`config.mk`:
```
export PLATFORM = sky130hd
export DESIGN_NAME = phi0_pin_conditioner
export DESIGN_NICKNAME = d
export VERILOG_FILES = /design/src/rtl/phi0_pin_conditioner.sv
export SDC_FILE = /design/constraint.sdc
export NUM_CORES = 1
export LEC_CHECK = 0
export BUFFER_PORTS_ARGS = -buffer_cell sky130_fd_sc_hd__buf_2
export CORE_UTILIZATION = 59
export CTS_BUF_LIST = sky130_fd_sc_hd__clkbuf_16
export CTS_CLUSTER_SIZE = 24
export DETAILED_ROUTE_END_ITERATION = 10
export GPL_TIMING_DRIVEN = 1
export PLACE_DENSITY = 0.84
export RECOVER_POWER = 50
export SLEW_MARGIN = 0
export SYNTH_ARGS = -nofsm -noshare
export SYNTH_HDL_FRONTEND = slang
export SYNTH_SLANG_ARGS = --single-unit
```
`constraint.sdc`:
```
create_clock -name eclk -period 4.65 [get_ports eclk]
set_input_delay 0.93 -clock eclk [delete_from_list [all_inputs] [get_ports eclk]]
set_output_delay 0.93 -clock eclk [all_outputs]
set_load 0.05 [all_outputs]
```
`src/rtl/phi0_pin_conditioner.sv`:
```
// Pin front end for the 6507 model: synchronises and deglitches clk0/res/rdy, makes clk0 edge strobes, runs a phi0 watchdog.
// Optional period measurement is built when PHI0_PERIOD_MEAS_EN is defined; otherwise period reads 0.
module phi0_pin_conditioner #(
  parameter int SYNC_STAGES = 2,
  parameter int FILT        = 3,
  parameter int WD_CYCLES   = 4096,
  parameter int PW          = 16
) (
  input  logic          eclk,
  input  logic          ereset,
  input  logic          clk0_pin,
  input  logic          res_pin,
  input  logic          rdy_pin,
  output logic          clk0_f,
  output logic          clk0_rise,
  output logic          clk0_fall,
  output logic          res_n_f,
  output logic          res_n_g,
  output logic          rdy_f,
  output logic          clk_ok,
  output logic [PW-1:0] period
);

  localparam int CW = (FILT > 1) ? $clog2(FILT) : 1;
  localparam logic [CW-1:0] FILT_LAST = CW'(FILT - 1);
  localparam logic [PW-1:0] WD = PW'(WD_CYCLES);
  // bit 0 = clk0, bit 1 = RES_n, bit 2 = RDY; synchronisers and filters reset to these levels
  localparam logic [2:0] RST_VALS = 3'b100;

  typedef enum logic [1:0] {LOST, LOCKING, LOCKED} state_t;

  logic [2:0]    pins;
  logic [2:0]    lvl;
  logic [2:0]    lvl_next;
  logic [PW-1:0] gap;
  logic [1:0]    rise_cnt;
  logic          timeout;
  state_t        state;

  assign pins = {rdy_pin, res_pin, clk0_pin};

  for (genvar i = 0; i < 3; i++) begin : g_pin
    logic [SYNC_STAGES-1:0] sync_q;
    logic [CW-1:0]          cnt;
    logic                   lvl_q;
    logic                   s;
    logic                   accept;

    assign s           = sync_q[SYNC_STAGES-1];
    assign accept      = (s != lvl_q) && (cnt == FILT_LAST);
    assign lvl_next[i] = accept ? s : lvl_q;
    assign lvl[i]      = lvl_q;

    always_ff @(posedge eclk or posedge ereset) begin
      if (ereset) begin
        sync_q <= {SYNC_STAGES{RST_VALS[i]}};
      end else begin
        sync_q <= {sync_q[SYNC_STAGES-2:0], pins[i]};
      end
    end

    // A new level is taken only after FILT consecutive disagreeing samples
    always_ff @(posedge eclk or posedge ereset) begin
      if (ereset) begin
        lvl_q <= RST_VALS[i];
        cnt   <= '0;
      end else if (s == lvl_q) begin
        cnt <= '0;
      end else if (accept) begin
        lvl_q <= s;
        cnt   <= '0;
      end else begin
        cnt <= cnt + 1'b1;
      end
    end
  end

  assign clk0_f  = lvl[0];
  assign res_n_f = lvl[1];
  assign rdy_f   = lvl[2];
  assign res_n_g = res_n_f & clk_ok;

  always_ff @(posedge eclk or posedge ereset) begin
    if (ereset) begin
      clk0_rise <= 1'b0;
      clk0_fall <= 1'b0;
    end else begin
      clk0_rise <= lvl_next[0] & ~lvl[0];
      clk0_fall <= ~lvl_next[0] & lvl[0];
    end
  end

  always_ff @(posedge eclk or posedge ereset) begin
    if (ereset) begin
      gap <= '0;
    end else if (clk0_rise) begin
      gap <= '0;
    end else if (gap != WD) begin
      gap <= gap + 1'b1;
    end
  end

  // Timeout fires on the cycle gap reaches WD; a simultaneous rise keeps the lock
  assign timeout = (gap == WD - 1'b1) && !clk0_rise;

  always_ff @(posedge eclk or posedge ereset) begin
    if (ereset) begin
      state    <= LOST;
      rise_cnt <= '0;
      clk_ok   <= 1'b0;
    end else begin
      unique case (state)
        LOST: begin
          if (clk0_rise) begin
            state    <= LOCKING;
            rise_cnt <= '0;
          end
        end
        LOCKING: begin
          if (clk0_rise) begin
            if (gap < WD) begin
              if (rise_cnt == 2'd1) begin
                state    <= LOCKED;
                clk_ok   <= 1'b1;
                rise_cnt <= '0;
              end else begin
                rise_cnt <= rise_cnt + 1'b1;
              end
            end
          end else if (timeout) begin
            state <= LOST;
          end
        end
        LOCKED: begin
          if (timeout) begin
            state  <= LOST;
            clk_ok <= 1'b0;
          end
        end
        default: begin
          state  <= LOST;
          clk_ok <= 1'b0;
        end
      endcase
    end
  end

`ifdef PHI0_PERIOD_MEAS_EN
  logic [PW-1:0] period_q;
  logic [PW:0]   gap_inc;

  assign gap_inc = {1'b0, gap} + 1'b1;
  assign period  = period_q;

  always_ff @(posedge eclk or posedge ereset) begin
    if (ereset) begin
      period_q <= '0;
    end else if (clk0_rise && state != LOST) begin
      period_q <= gap_inc[PW] ? '1 : gap_inc[PW-1:0];
    end
  end
`else
  assign period = '0;
`endif

endmodule

```
After elaboration in Yosys (flattened, before gate mapping)
Index checks and enable logic that the tools add are counted.
{"block": "totals", "out_inout_bits": 23, "inputBits": 5, "reg_bits": 38, "word_cells": 88}
{"block": "op_classes", "n_addsub": 5, "n_reduce_logical": 13, "magnitude_cmp": 1, "eq_ne": 21, "muxes": 25, "bitwise": 8}
{"op": "2-to-1 mux 16 bit", "count": 2}
{"op": "2-to-1 mux 2 bit", "count": 15}
{"op": "adder 16 x 1 -> 16 bit (second input constant)", "count": 1}
{"op": "== test 16 x 12 -> 1 bit (second input constant)", "count": 1}
{"op": "less-than comparator 16 x 13 -> 1 bit (second input constant)", "count": 1}
{"op": "!= test 16 x 13 -> 1 bit (second input constant)", "count": 1}
{"op": "!= test 2 bit (second input constant)", "count": 5}
{"op": "adder 2 x 1 -> 2 bit (second input constant)", "count": 4}
{"op": "== test 2 bit (second input constant)", "count": 4}
{"op": "!= test 3 bit (second input constant)", "count": 2}
{"op": "case mux 2 bit (3 select lines)", "count": 1}
{"op": "2-to-1 mux 1 bit", "count": 5}
{"op": "inverter 1 bit", "count": 5}
{"op": "AND reduction 5 bit", "count": 1}
{"op": "== test 2 x 1 -> 1 bit (second input constant)", "count": 2}
{"op": "logical AND 1 bit", "count": 4}
{"op": "case mux 2 bit (2 select lines)", "count": 1}
{"op": "AND reduction 2 bit", "count": 2}
{"op": "AND reduction 4 bit", "count": 1}
{"op": "nonzero test 2 bit", "count": 2}
{"op": "AND 1 bit", "count": 3}
{"op": "== test 1 bit", "count": 3}
{"op": "!= test 1 bit", "count": 3}
{"op": "case mux 1 bit (3 select lines)", "count": 1}
{"op": "3 further kinds", "count": 3}

Logic depth before layout (Yosys ltp)
Gate-level depths: netlist of run 1.
{"block": "depth", "ltp_word": 5, "mapped_depth": 6, "ltp_nobuf": 6}

Worst setup path before layout of run 1
OpenSTA, ideal clock, no wires.
{"block": "synth_timing", "kind": "reg2out", "start": "register g_pin[1].lvl_q (netlist: res_n_f)", "end": "output port res_n_g", "required_time_ns": 3.720, "arrival_ns": 1.146, "stages_incl_launch_ff": 2, "setup_slack_ns": 2.574, "n_path_buf": 0, "cell_sequence": "dfrtp_1 and2_1"}
{"block": "synth_between", "elab_chain_len": 1}
{"item": "start, declared", "line_no": "45", "text": "logic lvl_q;"}
{"item": "start signal, assigned", "line_no": "65", "text": "lvl_q <= RST_VALS[i];"}
{"item": "start signal, assigned", "line_no": "70", "text": "lvl_q <= s;"}
{"item": "AND 1 bit", "line_no": "81", "text": "assign res_n_g = res_n_f & clk_ok;"}
{"item": "end, declared", "line_no": "18", "text": "output logic res_n_g,"}
Every way passes these cells.

==> results of run 1 <==
[flip-flops by register name (all words and copies together) (netlist names)]
| name | count |
|---|---|
| gap | 16 |
| state | 2 |
| g_pin.sync_q | 6 |
| rdy_f | 1 |
| clk0_fall | 1 |
| g_pin.cnt | 6 |
| res_n_f | 1 |
| clk0_rise | 1 |
| clk_ok | 1 |
| clk0_f | 1 |
| rise_cnt | 2 |
[cell usage in the layout, fill, tap and decap left out, drive strengths merged, types with 2 or more instances in the layout]
cell type  Yosys  layout
a211oi         2       2
a21oi          6       6
and2           2       2
buf           16      11
clkbuf         2       6
clkinv         0       2
conb           1      16
dfrtp         35      35
dfstp          3       3
ha             2       2
inv            8       9
mux2           4       4
nand2          8       8
nand2b         4       4
nand3          8       8
nand4          3       3
nor2          15      15
nor2b          5       5
nor3           8       8
nor3b          2       2
nor4           4       4
nor4b          2       2
o21ai          4       4
o41ai          2       2
or3            3       3
or4            3       3
xnor2          9       9
xor2           4       4
[stage by stage]
stage                     total power [mW]  hold slack, ns  std cells
after detailed placement             0.838           0.356        211
final                                 1.15           0.363        219
after floorplan                      0.769           0.331        186
after global placement               0.811           0.335        211
after CTS                             1.16           0.363        219
after global routing                  1.21           0.364        219
[power by group]
group | internal, mW | switching [mW] | total, mW
clock network | 0.194 | 0.120 | 0.314
logic | 0.113 | 0.215 | 0.328
registers | 0.413 | 0.0914 | 0.504
[critical path, cell delays in order]
cell and delay [ns]:
buf_2 0.09, inv_1 0.04, clkbuf_1 1.40
[metal layers]
layer	vias up	GRT usage (%)	wire (microns)
met5	-	0	0
met4	0	11.8	46
met3	6	6.12	161
met2	44	39.8	1730
met1	613	26.6	1270
li1	584	-	-
[final timing paths]
kind / end / depth (start not counted)
setup / recovery: clk_ok$_DFFE_PP0P_ / 3
hold / removal: g_pin[2].sync_q[1]$_DFF_PP1_ / 0
setup reg to reg: gap[13]$_DFFE_PP0P_ / 4
hold reg to reg: g_pin[2].sync_q[1]$_DFF_PP1_ / 0
max in group eclk: clk0_rise / 1
min in group asynchronous: g_pin[0].cnt[0]$_DFF_PP0_ / 3
[layout make-up]
type                       count  area, sq um
clock inverter                 3         13.8
sequential                    38          955
timing repair buffer          12         58.8
tap                           31         38.8
clock buffer                   5          125
inverter                       8         30.0
multi-input combinational    122          736
fill                         217          848
[logic make-up (layout without fill, tap and decap cells)]
kind of cell,Yosys count,count (layout),synth area share (%)
AND/OR/NAND/NOR,70,70,21.4
flip-flops,38,38,53.3
buffers and inverters,26,28,8.80
AO/OA/AOI/OAI,16,16,5.45
XOR/XNOR,13,13,6.35
multiplexers,5,5,3.07
adder cells (fa/ha/maj),2,2,1.40
other,1,16,0.209
[synthesized netlist by cell type, drive strengths merged (2+ instances only)]
cell | instances | area [sq um]
clkbuf | 2 | 7.51
o21ai | 4 | 20.0
ha | 2 | 25.0
dfrtp | 35 | 876
nand4 | 3 | 18.8
a21oi | 6 | 30.0
xnor2 | 9 | 78.8
nand2 | 8 | 30.0
o41ai | 2 | 17.5
nand3 | 8 | 45.0
nor2 | 15 | 56.3
nor4 | 4 | 25.0
a211oi | 2 | 15.0
and2 | 2 | 12.5
nor2b | 5 | 31.3
or3 | 3 | 18.8
nor3 | 8 | 40.0
inv | 8 | 30.0
buf | 16 | 120
dfstp | 3 | 78.8
nand2b | 4 | 25.0
mux2 | 4 | 45.0
xor2 | 4 | 35.0
or4 | 3 | 26.3
nor4b | 2 | 17.5
nor3b | 2 | 15.0
==> results.md, run 1 <==
* Quantity of gates resized following cts at 0
* FMAX at 402 MHz
* Initial antenna violation count at 0
* Async set-reset flop share out of synthesis at 100%
* Worst setup margin at 2.16 ns
* Inserted Clock Buffers at 5
* Post-CTS setup buffers at 0
* Initial Util at 63.9%
* First-pass GRT wire length at 5580 microns
* Pwr Density at 586 nW/um^2
* DRC at 11
* Syn. warnings at 0
* Initial drt markers at 69
* Finished Core Util at 69.8%
* Ys flop type: dfrtp_1
* Post-Synthesis Cell Area at 1790 sq um
* H-Tree Level Count at 2
* Layout Nets at 194
* Num Clock Sinks at 38
* R2R Setup Slk at 2.85 ns
* Die width at 57.1 microns
* CTS tree: yes
* Worst skew pair latency at 0.28 ns
* Post-synth EDFFs at 0
* Final min period at 2.49 ns
* Outcome: finished with violations
* Worst-path fanout max at 38
* Root buffer cell: clkbuf_16
* Via count at 1247
* Share of cells above drive strength 1 at 13.8%
* GRT Total Usage at 23.1%
* Hold Fails Final Rpt at 0
* Cell Rows at 19
* Failing checks: design-rule violations, max-capacitance violations, max-slew violations
* Final Routed Wirelength at 3210 microns
* Core box area at 2810 sq um
* Worst-margin pin slew at 1.96 ns
* Peak VDD IR at 394 uV
* LEAKAGE at 0.901 nW
* WL/cell at 14.7 microns
* CP required at 4.64 ns
* Post-CTS Hold Fix Bufs at 0
* Slew Viols, Final at 39
* Mapped Cells at 171
* First-pass DRT Iterations at 7
* Area delta synth->final at 9.22%
* DP Worst Slack at 2.57 ns
* Number of synthesized register bits at 38
* Worst Setup Start Kind: input port
* Reg2reg start: gap[2]$_DFFE_PP0P_
* # port buffers at 11
* Vias per inst at 5.69
* Placement Cell Area at 1820 sq um
* Crit path kind: in2async
* Clock skew at 0.00486 ns
* Final HPWL DP at 2240 microns
* CP startpoint: ereset
* Global route overflow at 0
* CP Data Arrival Time at 2.48 ns
* Relative slew margins at -30.7%
* Yosys cell types at 35
* Max cap viols at 1
* Worst hold start: g_pin[2].sync_q[0]$_DFF_PP1_
* Placer's final routability congestion estimate at 0.853
* Setup TNS at 0 ns
* Hold WC Path Type: reg2reg
* Final setup vio count at 0
* RSZ-0062 raised after global routing: no
* Largest net degree at the start of global routing at 39
* Worst Setup End Kind: async pin
* Post-synthesis area per instance at 10.5 sq um
* Number of global-route vias before repair at 1250
* Sequential fraction of the synthesis area at 53.3%
* Clk pin slew, worst setup/hold paths at 0.05 ns
* Antenna cells at 0
* Die height at 57.1 microns
* Clock buffer depth at 2
* Final instance area at 1960 sq um
* Final ANT Viol Nets at 0
* Final worst-path cycle share at 53.5%
* Die area at 3260 sq um
* # IOs at 28
(Power assumes the default switching activity.)
==> run 2, diff against run 1 <==
--- a/config.mk
+++ b/config.mk
@@ -6,12 +6,12 @@
 export NUM_CORES = 1
 export LEC_CHECK = 0
 export BUFFER_PORTS_ARGS = -buffer_cell sky130_fd_sc_hd__buf_2
-export CORE_UTILIZATION = 59
+export CORE_UTILIZATION = 55
 export CTS_BUF_LIST = sky130_fd_sc_hd__clkbuf_16
 export CTS_CLUSTER_SIZE = 24
 export DETAILED_ROUTE_END_ITERATION = 10
 export GPL_TIMING_DRIVEN = 1
-export PLACE_DENSITY = 0.84
+export PLACE_DENSITY = 0.79
 export RECOVER_POWER = 50
 export SLEW_MARGIN = 0
 export SYNTH_ARGS = -nofsm -noshare
==> constraint.sdc (replaced) <==
create_clock -name eclk -period 2.54 [get_ports eclk]
set_input_delay 0.508 -clock eclk [delete_from_list [all_inputs] [get_ports eclk]]
set_output_delay 0.508 -clock eclk [all_outputs]
set_load 0.05 [all_outputs]
==> run 2 against run 1 <==
Effect of this change:
- the flow now finishes without violations
- first-iteration DRC count shrank 7.2%
- critical endpoint is now gap[15]$_DFFE_PP0P_
- sequential cell count did not move
- register-to-register slack got worse by 2.1 ns
- sequential share of layout area shrank 0.68 points
- die area up 7.0%
- wire length down 7.1%
- sequential power is 82% higher
- design area increased by 1.4%
- largest power group unchanged
- global-route usage down 3.2 points
- setup slack got worse by 1.4 ns
==> results.md, run 2 (same netlist as run 1, synthesis figures left out) <==
* GRT Total Usage at 19.9% (-3.2 points)
* Worst Setup Start Kind: register
* Hold WC Path Type: in2reg
* RSZ-0062 raised after global routing: no
* Layout Nets at 195 (+0.52%)
* Clock skew at 0.00295 ns (-0.00192 ns)
* Post-CTS setup buffers at 0 (unchanged)
* Relative slew margins at 40.5% (+71 points)
* DP Worst Slack at 0.764 ns (-1.81 ns)
* Vias per inst at 5.31 (-6.8%)
* Die height at 59.1 microns (+3.4%)
* Crit path kind: reg2reg
* H-Tree Level Count at 2 (unchanged)
* Cell Rows at 20 (+1)
* Leading cell type in the layout, fill and taps excluded: dfrtp_1
* Outcome: finished, final reports clean
* WL/cell at 12.8 microns (-13%)
* Number of flip-flops in the largest register at 16 (unchanged)
* Area delta synth->final at 10.8%
* DRC at 0 (-11)
* Final setup vio count at 0 (unchanged)
* Number of global-route vias before repair at 1155 (-7.6%)
* Clk pin slew, worst setup/hold paths at 0.05 ns (about the same)
* Root buffer cell: clkbuf_16
* Inserted Clock Buffers at 5 (unchanged)
* Largest net degree at the start of global routing at 39 (unchanged)
* First-pass DRT Iterations at 5 (-2)
* # port buffers at 11 (unchanged)
* CTS tree: yes
* FMAX at 561 MHz
* Initial antenna violation count at 0 (unchanged)
* CP required at 2.74 ns (-1.90 ns)
* CP Data Arrival Time at 1.98 ns (-0.50 ns)
* Final HPWL DP at 2140 microns (-4.4%)
* Worst Setup End Kind: register
* Initial drt markers at 64 (-7.2%)
* Max cap viols at 0 (-1)
* Die width at 59.1 microns (+3.4%)
* Worst skew pair latency at 0.28 ns (about the same)
* Global route overflow at 0 (unchanged)
* Initial Util at 58.2% (-5.7 points)
* Worst-margin pin slew at 0.893 ns (-1.07 ns)
* Final ANT Viol Nets at 0 (unchanged)
* Num Clock Sinks at 38 (unchanged)
* Post-CTS Hold Fix Bufs at 0 (unchanged)
* Hold Fails Final Rpt at 0 (unchanged)
* Final min period at 1.78 ns
* Die area at 3490 sq um (+7.0%)
* LEAKAGE at 0.902 nW (+0.11%)
* Placement Cell Area at 1850 sq um (+1.3%)
* Commonest cells after routing, fill and taps aside: dfrtp_1, conb_1, nor2_1
* Peak VDD IR at 709 uV (+80%)
* Core box area at 3080 sq um (+9.7%)
* Final Routed Wirelength at 2980 microns (-7.1%)
* Final worst-path cycle share at 70.1%
* Clock buffer depth at 2 (unchanged)
* Final instance area at 1980 sq um (+1.4%)
* Biggest register: gap
* Quantity of gates resized following cts at 0 (unchanged)
* Pwr Density at 1060 nW/um^2 (+81%)
* Via count at 1237 (-0.80%)
* Share of cells above drive strength 1 at 15.9% (+2.0 points)
* Largest regs: gap (16), g_pin.cnt (6), g_pin.sync_q (6)
* Antenna cells at 0 (unchanged)
* First-pass GRT wire length at 4970 microns (-11%)
* # IOs at 28 (unchanged)
* Placer's final routability congestion estimate at 0.857 (+0.54%)
* Worst setup margin at 0.759 ns (-1.40 ns)
* Setup TNS at 0 ns (unchanged)
* Slew Viols, Final at 0 (-100%)
* Worst-path fanout max at 7 (-82%)
==> run 2: per-stage QoR <==
| step | instances | hold slack (ns) | utilization, % | power [mW] |
|---|---|---|---|---|
| after global routing | 233 | 0.317 | 64.5 | 2.23 |
| after detailed placement | 225 | 0.348 | 60.0 | 1.53 |
| final | 233 | 0.328 | 64.5 | 2.11 |
| after global placement | 225 | 0.337 | 60.0 | 1.49 |
| after CTS | 233 | 0.321 | 64.6 | 2.13 |
| after floorplan | 186 | 0.331 | - | 1.41 |
==> run 2: cell type report <==
cell class,instances,area [sq um]
Inverter,8,30.0
Sequential cell,38,955
Clock buffer,5,125
Clock inverter,3,16.3
Multi-Input combinational cell,122,736
Tap cell,44,55.1
Timing Repair Buffer,13,67.6
Fill cell,251,1090
==> run 2: metal layers <==
layer	wire, microns	global-route usage, %	part of all wire (%)
met5	0	0	0
met4	58	9.52	1.9
met3	143	6.55	4.8
met2	1490	34.9	50
met1	1290	21.7	43
==> run 2: final timing paths <==
| check | slack (ns) | endpoint | startpoint | cells after the start |
|---|---|---|---|---|
| max | 0.76 | gap[15]$_DFFE_PP0P_ | gap[2]$_DFFE_PP0P_ | 4 |
| max reg2reg | 0.76 | gap[15]$_DFFE_PP0P_ | gap[2]$_DFFE_PP0P_ | 4 |
| min | 0.33 | g_pin[2].sync_q[0]$_DFF_PP1_ | rdy_pin | 1 |
| max in group asynchronous | 1.49 | gap[0]$_DFFE_PP0P_ | ereset | 3 |
| min in group asynchronous | 0.49 | g_pin[1].cnt[0]$_DFF_PP0_ | ereset | 3 |
| min reg2reg | 0.36 | g_pin[1].sync_q[1]$_DFF_PP0_ | g_pin[1].sync_q[0]$_DFF_PP0_ | 0 |
==> run 2: critical path, cell delays in order (launching register included) <==
cell and delay, ns:
dfrtp_1 0.44, nand3_2 0.16, or4_4 0.57, or3_1 0.36, a21oi_1 0.16
==> run 2: power breakdown <==
group	switching (mW)	internal (mW)
clock network	0.229	0.357
registers	0.158	0.758
logic	0.392	0.211
